==> src/rtl/adder_arbiter.sv <==
// adder_arbiter: round-robin arbiter sharing one WIDTH-bit adder between NUM_REQ requesters
//   clk, reset (async, active-high)
//   req_valid/req_ready       per-requester request and one-hot accept pulse
//   req_in0/req_in1           packed operands, requester i at [i*WIDTH +: WIDTH]
//   resp_valid/resp_ready     response handshake carrying resp_id, resp_sum, resp_carry
//   busy                      high whenever an operation is in flight
//   Define ADDER_ARBITER_CARRY_EN to build and register the adder carry-out.
module adder_arbiter #(
    parameter int WIDTH   = 16,
    parameter int NUM_REQ = 4,
    parameter int ID_W    = 2
) (
    input  logic                     clk,
    input  logic                     reset,
    input  logic [NUM_REQ-1:0]       req_valid,
    input  logic [NUM_REQ*WIDTH-1:0] req_in0,
    input  logic [NUM_REQ*WIDTH-1:0] req_in1,
    output logic [NUM_REQ-1:0]       req_ready,
    output logic                     resp_valid,
    input  logic                     resp_ready,
    output logic [ID_W-1:0]          resp_id,
    output logic [WIDTH-1:0]         resp_sum,
    output logic                     resp_carry,
    output logic                     busy
);
    typedef enum logic [1:0] {IDLE, EXEC, DONE} state_t;
    state_t          state;
    logic [ID_W-1:0] rr_ptr;
    logic [ID_W-1:0] gnt_id;
    logic [ID_W-1:0] idx;
    logic            gnt_any;
    logic [WIDTH-1:0] op_a;
    logic [WIDTH-1:0] op_b;
    logic [WIDTH-1:0] add_sum;
    // Scan from the highest offset down so the requester closest to rr_ptr wins.
    always_comb begin
        gnt_any = 1'b0;
        gnt_id  = '0;
        idx     = '0;
        for (int k = NUM_REQ - 1; k >= 0; k--) begin
            idx = ID_W'((int'(rr_ptr) + k) % NUM_REQ);
            if (req_valid[idx]) begin
                gnt_any = 1'b1;
                gnt_id  = idx;
            end
        end
    end
    assign req_ready = (state == IDLE && gnt_any && !reset) ? NUM_REQ'(1) << gnt_id : '0;
    assign busy      = state != IDLE;
`ifdef ADDER_ARBITER_CARRY_EN
    logic add_carry;
    assign {add_carry, add_sum} = {1'b0, op_a} + {1'b0, op_b};
`else
    assign add_sum    = op_a + op_b;
    assign resp_carry = 1'b0;
`endif
    always_ff @(posedge clk or posedge reset) begin
        if (reset) begin
            state      <= IDLE;
            rr_ptr     <= '0;
            op_a       <= '0;
            op_b       <= '0;
            resp_id    <= '0;
            resp_sum   <= '0;
            resp_valid <= 1'b0;
`ifdef ADDER_ARBITER_CARRY_EN
            resp_carry <= 1'b0;
`endif
        end else begin
            case (state)
                IDLE: if (gnt_any) begin
                    op_a    <= req_in0[gnt_id*WIDTH +: WIDTH];
                    op_b    <= req_in1[gnt_id*WIDTH +: WIDTH];
                    resp_id <= gnt_id;
                    state   <= EXEC;
                end
                EXEC: begin
                    resp_sum   <= add_sum;
`ifdef ADDER_ARBITER_CARRY_EN
                    resp_carry <= add_carry;
`endif
                    resp_valid <= 1'b1;
                    state      <= DONE;
                end
                DONE: if (resp_ready) begin
                    // Pointer advances past the owner only once its response completes.
                    resp_valid <= 1'b0;
                    rr_ptr     <= ID_W'((int'(resp_id) + 1) % NUM_REQ);
                    state      <= IDLE;
                end
                default: state <= IDLE;
            endcase
        end
    end
endmodule

==> config.mk <==
export PLATFORM = sky130hd
export DESIGN_NAME = adder_arbiter
export DESIGN_NICKNAME = d
export VERILOG_FILES = /design/src/rtl/adder_arbiter.sv
export SDC_FILE = /design/constraint.sdc
export NUM_CORES = 1
export LEC_CHECK = 0
export CAP_MARGIN = 5
export CORE_ASPECT_RATIO = 1.25
export CORE_UTILIZATION = 48
export CTS_BUF_LIST = sky130_fd_sc_hd__clkbuf_2
export DETAILED_ROUTE_END_ITERATION = 7
export HOLD_SLACK_MARGIN = 0.12
export PLACE_DENSITY_LB_ADDON = 0.15
export SYNTH_ARGS = -nofsm -noshare
export SYNTH_HDL_FRONTEND = slang
export SYNTH_SLANG_ARGS = --single-unit
==> constraint.sdc <==
create_clock -name clk -period 5 [get_ports clk]
set_input_delay 0.75 -clock clk [delete_from_list [all_inputs] [get_ports clk]]
set_output_delay 0.75 -clock clk [all_outputs]
set_load 0.03 [all_outputs]
==> metrics.md, run 1 <==
| Metric | Value |
|---|---|
| DRC | `0` |
| Avg WL per Cell | `16.5 um` |
| Worst reg2reg path startpoint | `rr_ptr[1]` |
| Hold_buf cts | `0` |
| Max Cap Viol | `0` |
| H-tree depth | `2` |
| Vias in the first global route | `3073` |
| Syn Inst Count | `316` |
| Post-CTS setup buffers | `0` |
| Total grt overflow | `0` |
| CTS sink cnt | `55` |
| Final setup skew | `0.0280 ns` |
| Commonest non-fill, non-tap cell in the layout | `clkdlybuf4s50_1` |
| PortBufs | `158` |
| CTS max path bufs | `2` |
| RSZ-0062 raised after global routing | `false` |
| Dpl hpwl | `7620 um` |
| Pre-CTS WS | `1.04 ns` |
| Slew @ Worst Pin | `1.13 ns` |
| Routed vias/inst | `5.57` |
| Layout Cells excl Fill | `561` |
| Layout cell share with drive strength beyond 1 | `16.7%` |
| Req. time, crit path | `4.25 ns` |
| Max-slew violation count | `0` |
| Crit end category | `output port` |
| Die Width | `82.0 um` |
| Clk_lat worst skew | `0.44 ns` |
| Critical path's slowest cell | `clkdlybuf4s50_1` |
| Net count, final | `617` |
| TritonCTS clock tree | `yes` |
| PostCTS Resize Cnt | `0` |
| Worst-path cell chain | `clkdlybuf4s50_1 > a21boi_0 > o21ai_4 > buf_4 > nor3_1 > clkdlybuf4s50_1` |
| #FFs+latches synth | `55` |
| P per Cell Area | `614 nW/um^2` |
| Yosys warning total | `0` |
| Cells on worst reg2reg path | `5` |
| Placed cell areas | `5450 um^2` |
| Worst min path class | `register to register` |
| Mean Syn Cell Area | `12.2 um^2` |
| Placed cell count | `554` |
| Initial DRC Count | `101` |
| Layout area overhead | `43.4%` |
| Worst reg2reg path endpoint | `op_b[7]` |
| ANT cells | `0` |
| Synthesized area | `3840 um^2` |
| Worst slew margin | `24.9%` |
| Min-Delay Path Depth | `2` |
| Worst EP arrival | `3.18 ns` |
| Status | `complete, no violations` |
| Starting Density | `49.3%` |
| Post-synth EDFFs | `0` |
| Root buffer cell | `clkbuf_2` |
| Post-synthesis async set-or-reset flop share | `100%` |
| First-pass GRT wire length | `14800 um` |
| Mapped Nets | `467` |
| Final Hold Viols | `0` |
| Pleak | `2.24 nW` |
| Worst reg-to-reg setup slack | `2.28 ns` |
| Hold Startpoint | `resp_sum[1]` |
| Design Area, Final | `5510 um^2` |
| CP Class | `primary input to output port` |
| Total track usage | `23.4%` |
| Antenna violations before repair | `0` |
| CP peak stage delay | `0.61 ns` |
| Setup ws final | `1.07 ns` |
| Sequential cell area fraction in the yosys report | `35.8%` |
| Setup Viol. Count Final | `0` |
| Site Rows | `36` |
| Post-Route Setup TNS | `0 ns` |
| Max IR drop VDD | `0.000487 V` |
| Startpoint types | `primary input` |
| Hold EP | `resp_sum[1]` |
| Placer Congestion | `0.823` |
| Top achievable clock speed | `0.254 GHz` |
| CTS Buf Count | `5` |
| WL final | `9240 um` |
| Tcrit/Tclk final | `78.7%` |
| Total power | `3.38 mW` |
| Largest net degree at the start of global routing | `56` |
| Die ar. | `8370 um^2` |
| Drt pass-1 iters | `4` |
| Core area | `7790 um^2` |
| Io pins | `160` |
| CP most frequent cell | `clkdlybuf4s50_1` |
| Clk pin slew, worst setup/hold paths | `0.27 ns` |
| Min Clock Period, post-route | `3.93 ns` |
| Via count | `3126` |
| Library cells used by synthesis | `52` |
| Die Height | `102 um` |
| Worst-path fanout max | `22` |
| Layout filler cell count | `587` |
| Most frequent cells in the layout | `clkdlybuf4s50_1, dfrtp_1, nand2_1` |
| Ys flop type | `dfrtp_1` |
| DRT antenna net count | `0` |
## power by group
part | total (mW) | internal [mW] | switching (mW)
registers | 0.837 | 0.677 | 0.160
clock network | 0.218 | 0.0814 | 0.137
logic | 2.33 | 1.17 | 1.16
## layout make-up
| cell class | count | area [um^2] | share of cell area [%] |
|---|---|---|---|
| well taps | 95 | 119 | 2.16 |
| inverters | 3 | 11.3 | 0.204 |
| flip-flops and latches | 55 | 1380 | 25.0 |
| clock buffers | 5 | 25.0 | 0.454 |
| repair buffers | 161 | 1600 | 29.1 |
| clock inverters | 2 | 37.5 | 0.681 |
| multi-input cells | 240 | 2340 | 42.4 |
## logic make-up after synthesis
logic type / count (synthesis) / synth area share (%)
compound gates: 71 / 12.0
xor+xnor: 9 / 2.05
fa+ha+maj: 16 / 5.41
buf+inv: 21 / 3.84
flops: 55 / 35.8
mux: 66 / 31.3
other cells: 1 / 0.0976
simple gates: 77 / 9.48
## layer usage
| layer | share of wire (%) | vias up | track usage [%] | routed length [um] |
|---|---|---|---|---|
| li1 | - | 1503 | - | - |
| met4 | 1.4 | 0 | 6.07 | 128 |
| met2 | 53 | 117 | 40.4 | 4850 |
| met5 | 0 | - | 0 | 0 |
| met3 | 4.7 | 13 | 3.84 | 432 |
| met1 | 41 | 1493 | 30.3 | 3830 |
## metrics by stage
| stage | utilization, % | hold WS, ns |
|---|---|---|
| after floorplan | - | 0.485 |
| after global placement | 69.9 | 0.458 |
| after detailed placement | 69.9 | 0.466 |
| after CTS | 70.7 | 0.521 |
| after global routing | 70.7 | 0.550 |
| final | 70.7 | 0.515 |
## worst max-delay path by stage
stage | depth (start not counted) | startpoint | endpoint | slack, ns
6_report | 6 | req_valid[0] | req_ready[1] | 1.07
5_1_grt | 6 | req_valid[0] | req_ready[1] | 0.88
4_1_cts | 6 | req_valid[0] | req_ready[1] | 1.03
3_3_place_gp | 6 | req_valid[0] | req_ready[1] | 1.09
2_1_floorplan | 6 | req_valid[0] | req_ready[2] | 1.83
3_5_place_dp | 6 | req_valid[0] | req_ready[1] | 1.04
## cells in the mapped netlist, drive strengths merged, types with 3 or more instances
cell	count	area share [%]
buf	12	3.0
inv	3	0.29
o211ai	6	1.2
nand2	35	3.4
or2	3	0.49
xnor2	5	1.1
o21ai	21	2.7
nor4	3	0.49
dfrtp	55	36
o21a	8	1.6
xor2	4	0.91
nor2	11	1.1
nand3	7	0.91
nor2b	3	0.49
nand2b	3	0.49
mux2	32	12
mux4	32	19
ha	15	4.9
clkbuf	6	0.59
a21oi	17	2.2
## sequential cells by signal, summed over array words and instances (netlist names)
| name | cells |
|---|---|
| op_b | 16 |
| resp_sum | 16 |
| state | 2 |
| resp_valid | 1 |
| rr_ptr | 2 |
| resp_id | 2 |
| op_a | 16 |
## worst max-delay path: cells and delay by family
family / cells / cell delay [ns]
AOI/OAI and AO/OA: 2 / 0.71
and+or+nand+nor: 1 / 0.10
buffers and inverters: 3 / 1.62
Note: power is estimated with default switching activity, not from simulation.
==> run 2: changes to the inputs <==
--- a/config.mk
+++ b/config.mk
@@ -7,7 +7,7 @@
 export LEC_CHECK = 0
 export CAP_MARGIN = 5
 export CORE_ASPECT_RATIO = 1.25
-export CORE_UTILIZATION = 48
+export CORE_UTILIZATION = 40
 export CTS_BUF_LIST = sky130_fd_sc_hd__clkbuf_2
 export DETAILED_ROUTE_END_ITERATION = 7
 export HOLD_SLACK_MARGIN = 0.12
==> constraint.sdc (replaced) <==
create_clock -name clk -period 3.4 [get_ports clk]
set_input_delay 0.51 -clock clk [delete_from_list [all_inputs] [get_ports clk]]
set_output_delay 0.51 -clock clk [all_outputs]
set_load 0.03 [all_outputs]
==> run 2 against run 1 <==
  * Clock skew decreased by 0.024 ns
  * Non-clock buffer count increased by 3
  * Clock power rose by 16%
  * Die area rose by 20%
  * First-iteration DRC count decreased by 43%
  * Highest routed layer unchanged
  * Power grew 46%
  * Cell count grew 5.7%
  * Register-to-register slack worse by 1.1 ns
  * Setup slack got worse by 0.80 ns
==> metrics.md, run 2 (same netlist as run 1, synthesis figures left out) <==
| Metric | Value |
|---|---|
| CTS max path bufs | `2 (unchanged)` |
| Setup ws final | `0.262 ns (-0.805 ns)` |
| Initial DRC Count | `58 (-43%)` |
| Post-layout util | `60.3% (-10 points)` |
| Io pins | `160 (unchanged)` |
| Die Width | `89.7 um (+9.3%)` |
| Worst-path fanout max | `7 (-68%)` |
| Hold_ws | `0.515 ns (+0.000652 ns)` |
| Largest net degree at the start of global routing | `37 (-34%)` |
| Net count, final | `620 (+0.49%)` |
| Dpl hpwl | `7660 um (+0.49%)` |
| RSZ-0062 raised after global routing | `false` |
| Startpoint types | `register` |
| Tcrit/Tclk final | `92.3%` |
| Die ar. | `10000 um^2 (+20%)` |
| Post-CTS setup buffers | `0 (unchanged)` |
| Req. time, crit path | `2.89 ns (-1.36 ns)` |
| Design Area, Final | `5560 um^2 (+1.0%)` |
| Starting Density | `41.6% (-7.6 points)` |
| Antenna violations before repair | `0 (unchanged)` |
| Clk_lat worst skew | `0.44 ns (about the same)` |
| Status | `complete, no violations` |
| Root buffer cell | `clkbuf_2` |
| Placed cell areas | `5520 um^2 (+1.4%)` |
| Max-slew violation count | `0 (unchanged)` |
| Worst slew margin | `53.4% (+29 points)` |
| H-tree depth | `2 (unchanged)` |
| Die Height | `112 um (+9.4%)` |
| Post-Route Setup TNS | `0 ns (unchanged)` |
| Worst min path class | `register to register` |
| Placer Congestion | `0.846 (+2.9%)` |
| Hold_buf cts | `0 (unchanged)` |
| P per Cell Area | `886 nW/um^2 (+44%)` |
| Layout cell share with drive strength beyond 1 | `18.1% (+1.3 points)` |
| Top achievable clock speed | `0.319 GHz` |
| First-pass GRT wire length | `15600 um (+5.2%)` |
| DRT antenna net count | `0 (unchanged)` |
| Final setup skew | `0.00450 ns (-0.0235 ns)` |
| Final Hold Viols | `0 (unchanged)` |
| Pre-CTS WS | `0.387 ns (-0.655 ns)` |
| Commonest non-fill, non-tap cell in the layout | `clkdlybuf4s50_1` |
| Crit end category | `output port` |
| Worst EP arrival | `2.63 ns (-0.55 ns)` |
| PortBufs | `158 (unchanged)` |
| TritonCTS clock tree | `yes` |
| Max IR drop VDD | `0.000498 V (+2.1%)` |
| WL final | `9390 um (+1.6%)` |
| PostCTS Resize Cnt | `0 (unchanged)` |
| Pleak | `2.26 nW (+1.1%)` |
| CP Class | `register to output port` |
| DRC | `0 (unchanged)` |
| Layout Cells excl Fill | `593 (+5.7%)` |
| Total track usage | `20.4% (-3.0 points)` |
| Total grt overflow | `0 (unchanged)` |
| Layout area overhead | `44.9%` |
| Slew @ Worst Pin | `0.697 ns (-0.428 ns)` |
| Biggest regs | `op_a: 16 flops, op_b: 16 flops, resp_sum: 16 flops` |
| Avg WL per Cell | `15.8 um (-3.9%)` |
| Routed vias/inst | `5.26 (-5.5%)` |
| Clk pin slew, worst setup/hold paths | `0.26 ns (about the same)` |
| CTS sink cnt | `55 (unchanged)` |
| ANT cells | `0 (unchanged)` |
| Max Cap Viol | `0 (unchanged)` |
| Placed cell count | `585 (+5.6%)` |
| Drt pass-1 iters | `4 (unchanged)` |
| Via count | `3122 (-0.13%)` |
| CTS Buf Count | `5 (unchanged)` |
| Site Rows | `39 (+8.3%)` |
| Most frequent cells in the layout | `clkdlybuf4s50_1, dfrtp_1, nand2_1` |
| Vias in the first global route | `3147 (+2.4%)` |
| Setup Viol. Count Final | `0 (unchanged)` |
| Core area | `9220 um^2 (+18%)` |
| Total power | `4.93 mW (+46%)` |
| Min Clock Period, post-route | `3.14 ns` |
==> run 2: cell types whose count changed in the layout (fill, tap and decap cells not counted), sizes merged <==
cell,delta
clkinv,+1
buf,+6
bufinv,-1
clkdlybuf4s50,-3
clkbuf,+1
==> run 2: area by class of cell <==
class	count	area, um^2
Fill cell	748	3660
Multi-Input combinational cell	240	2340
Inverter	3	11.3
Tap cell	123	154
Clock buffer	6	30.0
Timing Repair Buffer	164	1640
Clock inverter	2	12.5
Sequential cell	55	1380
==> run 2: worst paths after layout <==
| kind | start | endpoint | slack (ns) | cells after the start |
|---|---|---|---|---|
| worst max register to register | op_a[8] | resp_sum[15] | 1.16 | 6 |
| worst max-delay path | state[1] | req_ready[3] | 0.26 | 4 |
| worst min register to register | resp_sum[9] | resp_sum[9] | 0.52 | 2 |
| max in group asynchronous | reset | op_b[11] | 2.22 | 3 |
| min in group asynchronous | reset | resp_id[1] | 0.61 | 2 |
| worst min-delay path | resp_sum[9] | resp_sum[9] | 0.52 | 2 |
==> run 2: report_power, final <==
part           switching [mW]  leakage, nW  total [mW]  internal (mW)
clock                   0.201       0.0290       0.253         0.0523
sequential              0.238        0.653        1.23          0.995
combinational            1.70         1.58        3.44           1.74
==> run 2: layer usage <==
layer | wire, um | GRT usage, % | share of wire, %
met3 | 521 | 4.45 | 5.5
met5 | 0 | 0 | 0
met2 | 4730 | 32.6 | 50
met4 | 235 | 7.09 | 2.5
met1 | 3900 | 27.1 | 42
==> run 2: worst max-delay path, cell delays in order (launching register included) <==
cell,delay (ns)
dfrtp_1,0.48
or2_2,0.36
or2_1,0.33
nor4_1,0.30
clkdlybuf4s50_1,0.72
==> run 3: changes to the inputs <==
--- a/config.mk
+++ b/config.mk
@@ -7,8 +7,9 @@
 export LEC_CHECK = 0
 export CAP_MARGIN = 5
 export CORE_ASPECT_RATIO = 1.25
-export CORE_UTILIZATION = 40
+export CORE_UTILIZATION = 48
 export CTS_BUF_LIST = sky130_fd_sc_hd__clkbuf_2
+export CTS_CLUSTER_SIZE = 10
 export DETAILED_ROUTE_END_ITERATION = 7
 export HOLD_SLACK_MARGIN = 0.12
 export PLACE_DENSITY_LB_ADDON = 0.15
==> constraint.sdc (replaced) <==
create_clock -name clk -period 3.93 [get_ports clk]
set_input_delay 0.5895 -clock clk [delete_from_list [all_inputs] [get_ports clk]]
set_output_delay 0.5895 -clock clk [all_outputs]
set_load 0.03 [all_outputs]
==> run 3 against run 2 <==
  * Critical path depth up 3
  * Clock power down 13%
  * Count of clock-buffer cells in the layout stayed put
  * Combinational power fell by 14%
  * Via count rose by 0.77%
  * Non-clock buffer count shrank 1
  * Sequential cell count is the same
  * Routed wire length is 2.4% lower
  * Setup slack better by 0.17 ns
==> metrics.md, run 3 (same netlist as run 1, synthesis figures left out) <==
| Metric | Value |
|---|---|
| DRT antenna net count | `0 (unchanged)` |
| Commonest non-fill, non-tap cell in the layout | `clkdlybuf4s50_1` |
| Net count, final | `619 (-0.16%)` |
| Via count | `3146 (+0.77%)` |
| Hold Startpoint | `resp_sum[0]` |
| Biggest regs | `op_a: 16 flops, op_b: 16 flops, resp_sum: 16 flops` |
| Io pins | `160 (unchanged)` |
| Clk pin slew, worst setup/hold paths | `0.26 ns (about the same)` |
| CP Class | `primary input to output port` |
| Hold EP | `resp_sum[0]` |
| First-pass GRT wire length | `14900 um (-4.5%)` |
| Core area | `7790 um^2 (-16%)` |
| Final setup skew | `0.0189 ns (+0.0144 ns)` |
| Worst reg2reg path startpoint | `rr_ptr[1]` |
| Status | `complete, no violations` |
| Placer Congestion | `0.815 (-3.7%)` |
| Total track usage | `23.6% (+3.2 points)` |
| Total power | `4.25 mW (-14%)` |
| Routed vias/inst | `5.58 (+6.0%)` |
| H-tree depth | `2 (unchanged)` |
| Max IR drop VDD | `0.000668 V (+34%)` |
| Max-slew violation count | `0 (unchanged)` |
| CTS Buf Count | `5 (unchanged)` |
| Avg WL per Cell | `16.3 um (+2.6%)` |
| CTS sink cnt | `55 (unchanged)` |
| Hold_buf cts | `0 (unchanged)` |
| Final Hold Viols | `0 (unchanged)` |
| Starting Density | `49.3% (+7.6 points)` |
| WL final | `9170 um (-2.4%)` |
| Root buffer cell | `clkbuf_2` |
| CTS max path bufs | `2 (unchanged)` |
| Vias in the first global route | `3200 (+1.7%)` |
| Startpoint types | `primary input` |
| Worst slew margin | `25.6% (-28 points)` |
| Layout filler cell count | `562 (-25%)` |
| Site Rows | `36 (-7.7%)` |
| Largest net degree at the start of global routing | `56 (+51%)` |
| Worst reg-to-reg setup slack | `1.50 ns (+0.34 ns)` |
| Tcrit/Tclk final | `89.0%` |
| RSZ-0062 raised after global routing | `false` |
| Worst reg2reg path endpoint | `op_b[6]` |
| Drt pass-1 iters | `4 (unchanged)` |
| PostCTS Resize Cnt | `0 (unchanged)` |
| Slew @ Worst Pin | `1.11 ns (+0.417 ns)` |
| Layout area overhead | `43.3%` |
| Clk_lat worst skew | `0.46 ns (+0.02 ns)` |
| PortBufs | `158 (unchanged)` |
| Total grt overflow | `0 (unchanged)` |
| Dpl hpwl | `7670 um (+0.14%)` |
| ANT cells | `0 (unchanged)` |
| Worst-path fanout max | `16 (+9)` |
| Most frequent cells in the layout | `clkdlybuf4s50_1, dfrtp_1, nand2_1` |
| Die Width | `82.0 um (-8.5%)` |
| Req. time, crit path | `3.34 ns (+0.45 ns)` |
| Initial DRC Count | `142 (+140%)` |
| Crit end category | `output port` |
| Min-Delay Path Depth | `2 (unchanged)` |
| Antenna violations before repair | `0 (unchanged)` |
| Pleak | `2.24 nW (-0.91%)` |
| Top achievable clock speed | `0.286 GHz` |
| Cells on worst reg2reg path | `5 (-1)` |
| Setup Viol. Count Final | `0 (unchanged)` |
| Worst EP arrival | `2.91 ns (+0.28 ns)` |
| Die Height | `102 um (-8.6%)` |
| P per Cell Area | `772 nW/um^2 (-13%)` |
| Post-Route Setup TNS | `0 ns (unchanged)` |
| Post-CTS setup buffers | `0 (unchanged)` |
| Layout cell share with drive strength beyond 1 | `17.3% (-0.81 points)` |
| Max Cap Viol | `0 (unchanged)` |
| DRC | `0 (unchanged)` |
| Die ar. | `8370 um^2 (-16%)` |
| TritonCTS clock tree | `yes` |
| Min Clock Period, post-route | `3.50 ns` |
| Worst min path class | `register to register` |
run 3: cell types whose count changed in the layout (fill, tap and decap cells not counted):
cell	previous run	this run
clkdlybuf4s50_1	155	158
buf_12	2	0
buf_4	7	5
run 3: layer usage:
metal	vias to the layer above	track usage (%)	wire length, um
li1	1519	-	-
met1	1513	28.8	3680
met2	104	41.2	4920
met3	10	4.73	414
met4	0	7.83	155
met5	-	0	0
run 3: stage by stage:
step,utilization [%],std cells,area (um^2),hold WS (ns),setup slack [ns]
finish,70.6,564,5500,0.510,0.432
global route,70.6,564,5500,0.556,0.326
CTS,70.6,564,5500,0.520,0.416
global placement,70.1,556,5460,0.459,0.486
detailed placement,70.1,556,5460,0.469,0.428
floorplan,-,316,3840,0.485,1.04
run 3: power by group:
| group | internal [mW] | leakage [nW] | total (mW) | switching (mW) |
|---|---|---|---|---|
| combinational | 1.50 | 1.56 | 2.97 | 1.47 |
| clock | 0.0452 | 0.0290 | 0.220 | 0.175 |
| sequential | 0.861 | 0.653 | 1.06 | 0.201 |
run 3: cell type report:
type	count	area [um^2]	area share, %
Timing Repair Buffer	163	1620	29.4
Tap cell	95	119	2.16
Clock buffer	6	30.0	0.546
Clock inverter	2	12.5	0.227
Sequential cell	55	1380	25.0
Multi-Input combinational cell	240	2340	42.4
Inverter	3	11.3	0.205
run 3: critical path: stages:
cell and delay [ns]:
clkdlybuf4s50_1 0.54, a21oi_1 0.09, o21a_1 0.21, o22ai_4 0.43, nand2_1 0.14, nor3b_1 0.21, clkdlybuf4s50_1 0.70
run 3: worst max path at each step:
| stage | cells past startpoint | startpoint | to |
|---|---|---|---|
| after CTS | 7 | req_valid[0] | req_ready[0] |
| after floorplan | 7 | state[1] | req_ready[0] |
| after global routing | 7 | req_valid[0] | req_ready[0] |
| final | 7 | req_valid[0] | req_ready[0] |
| after global placement | 7 | req_valid[0] | req_ready[0] |
| after detailed placement | 7 | req_valid[0] | req_ready[0] |
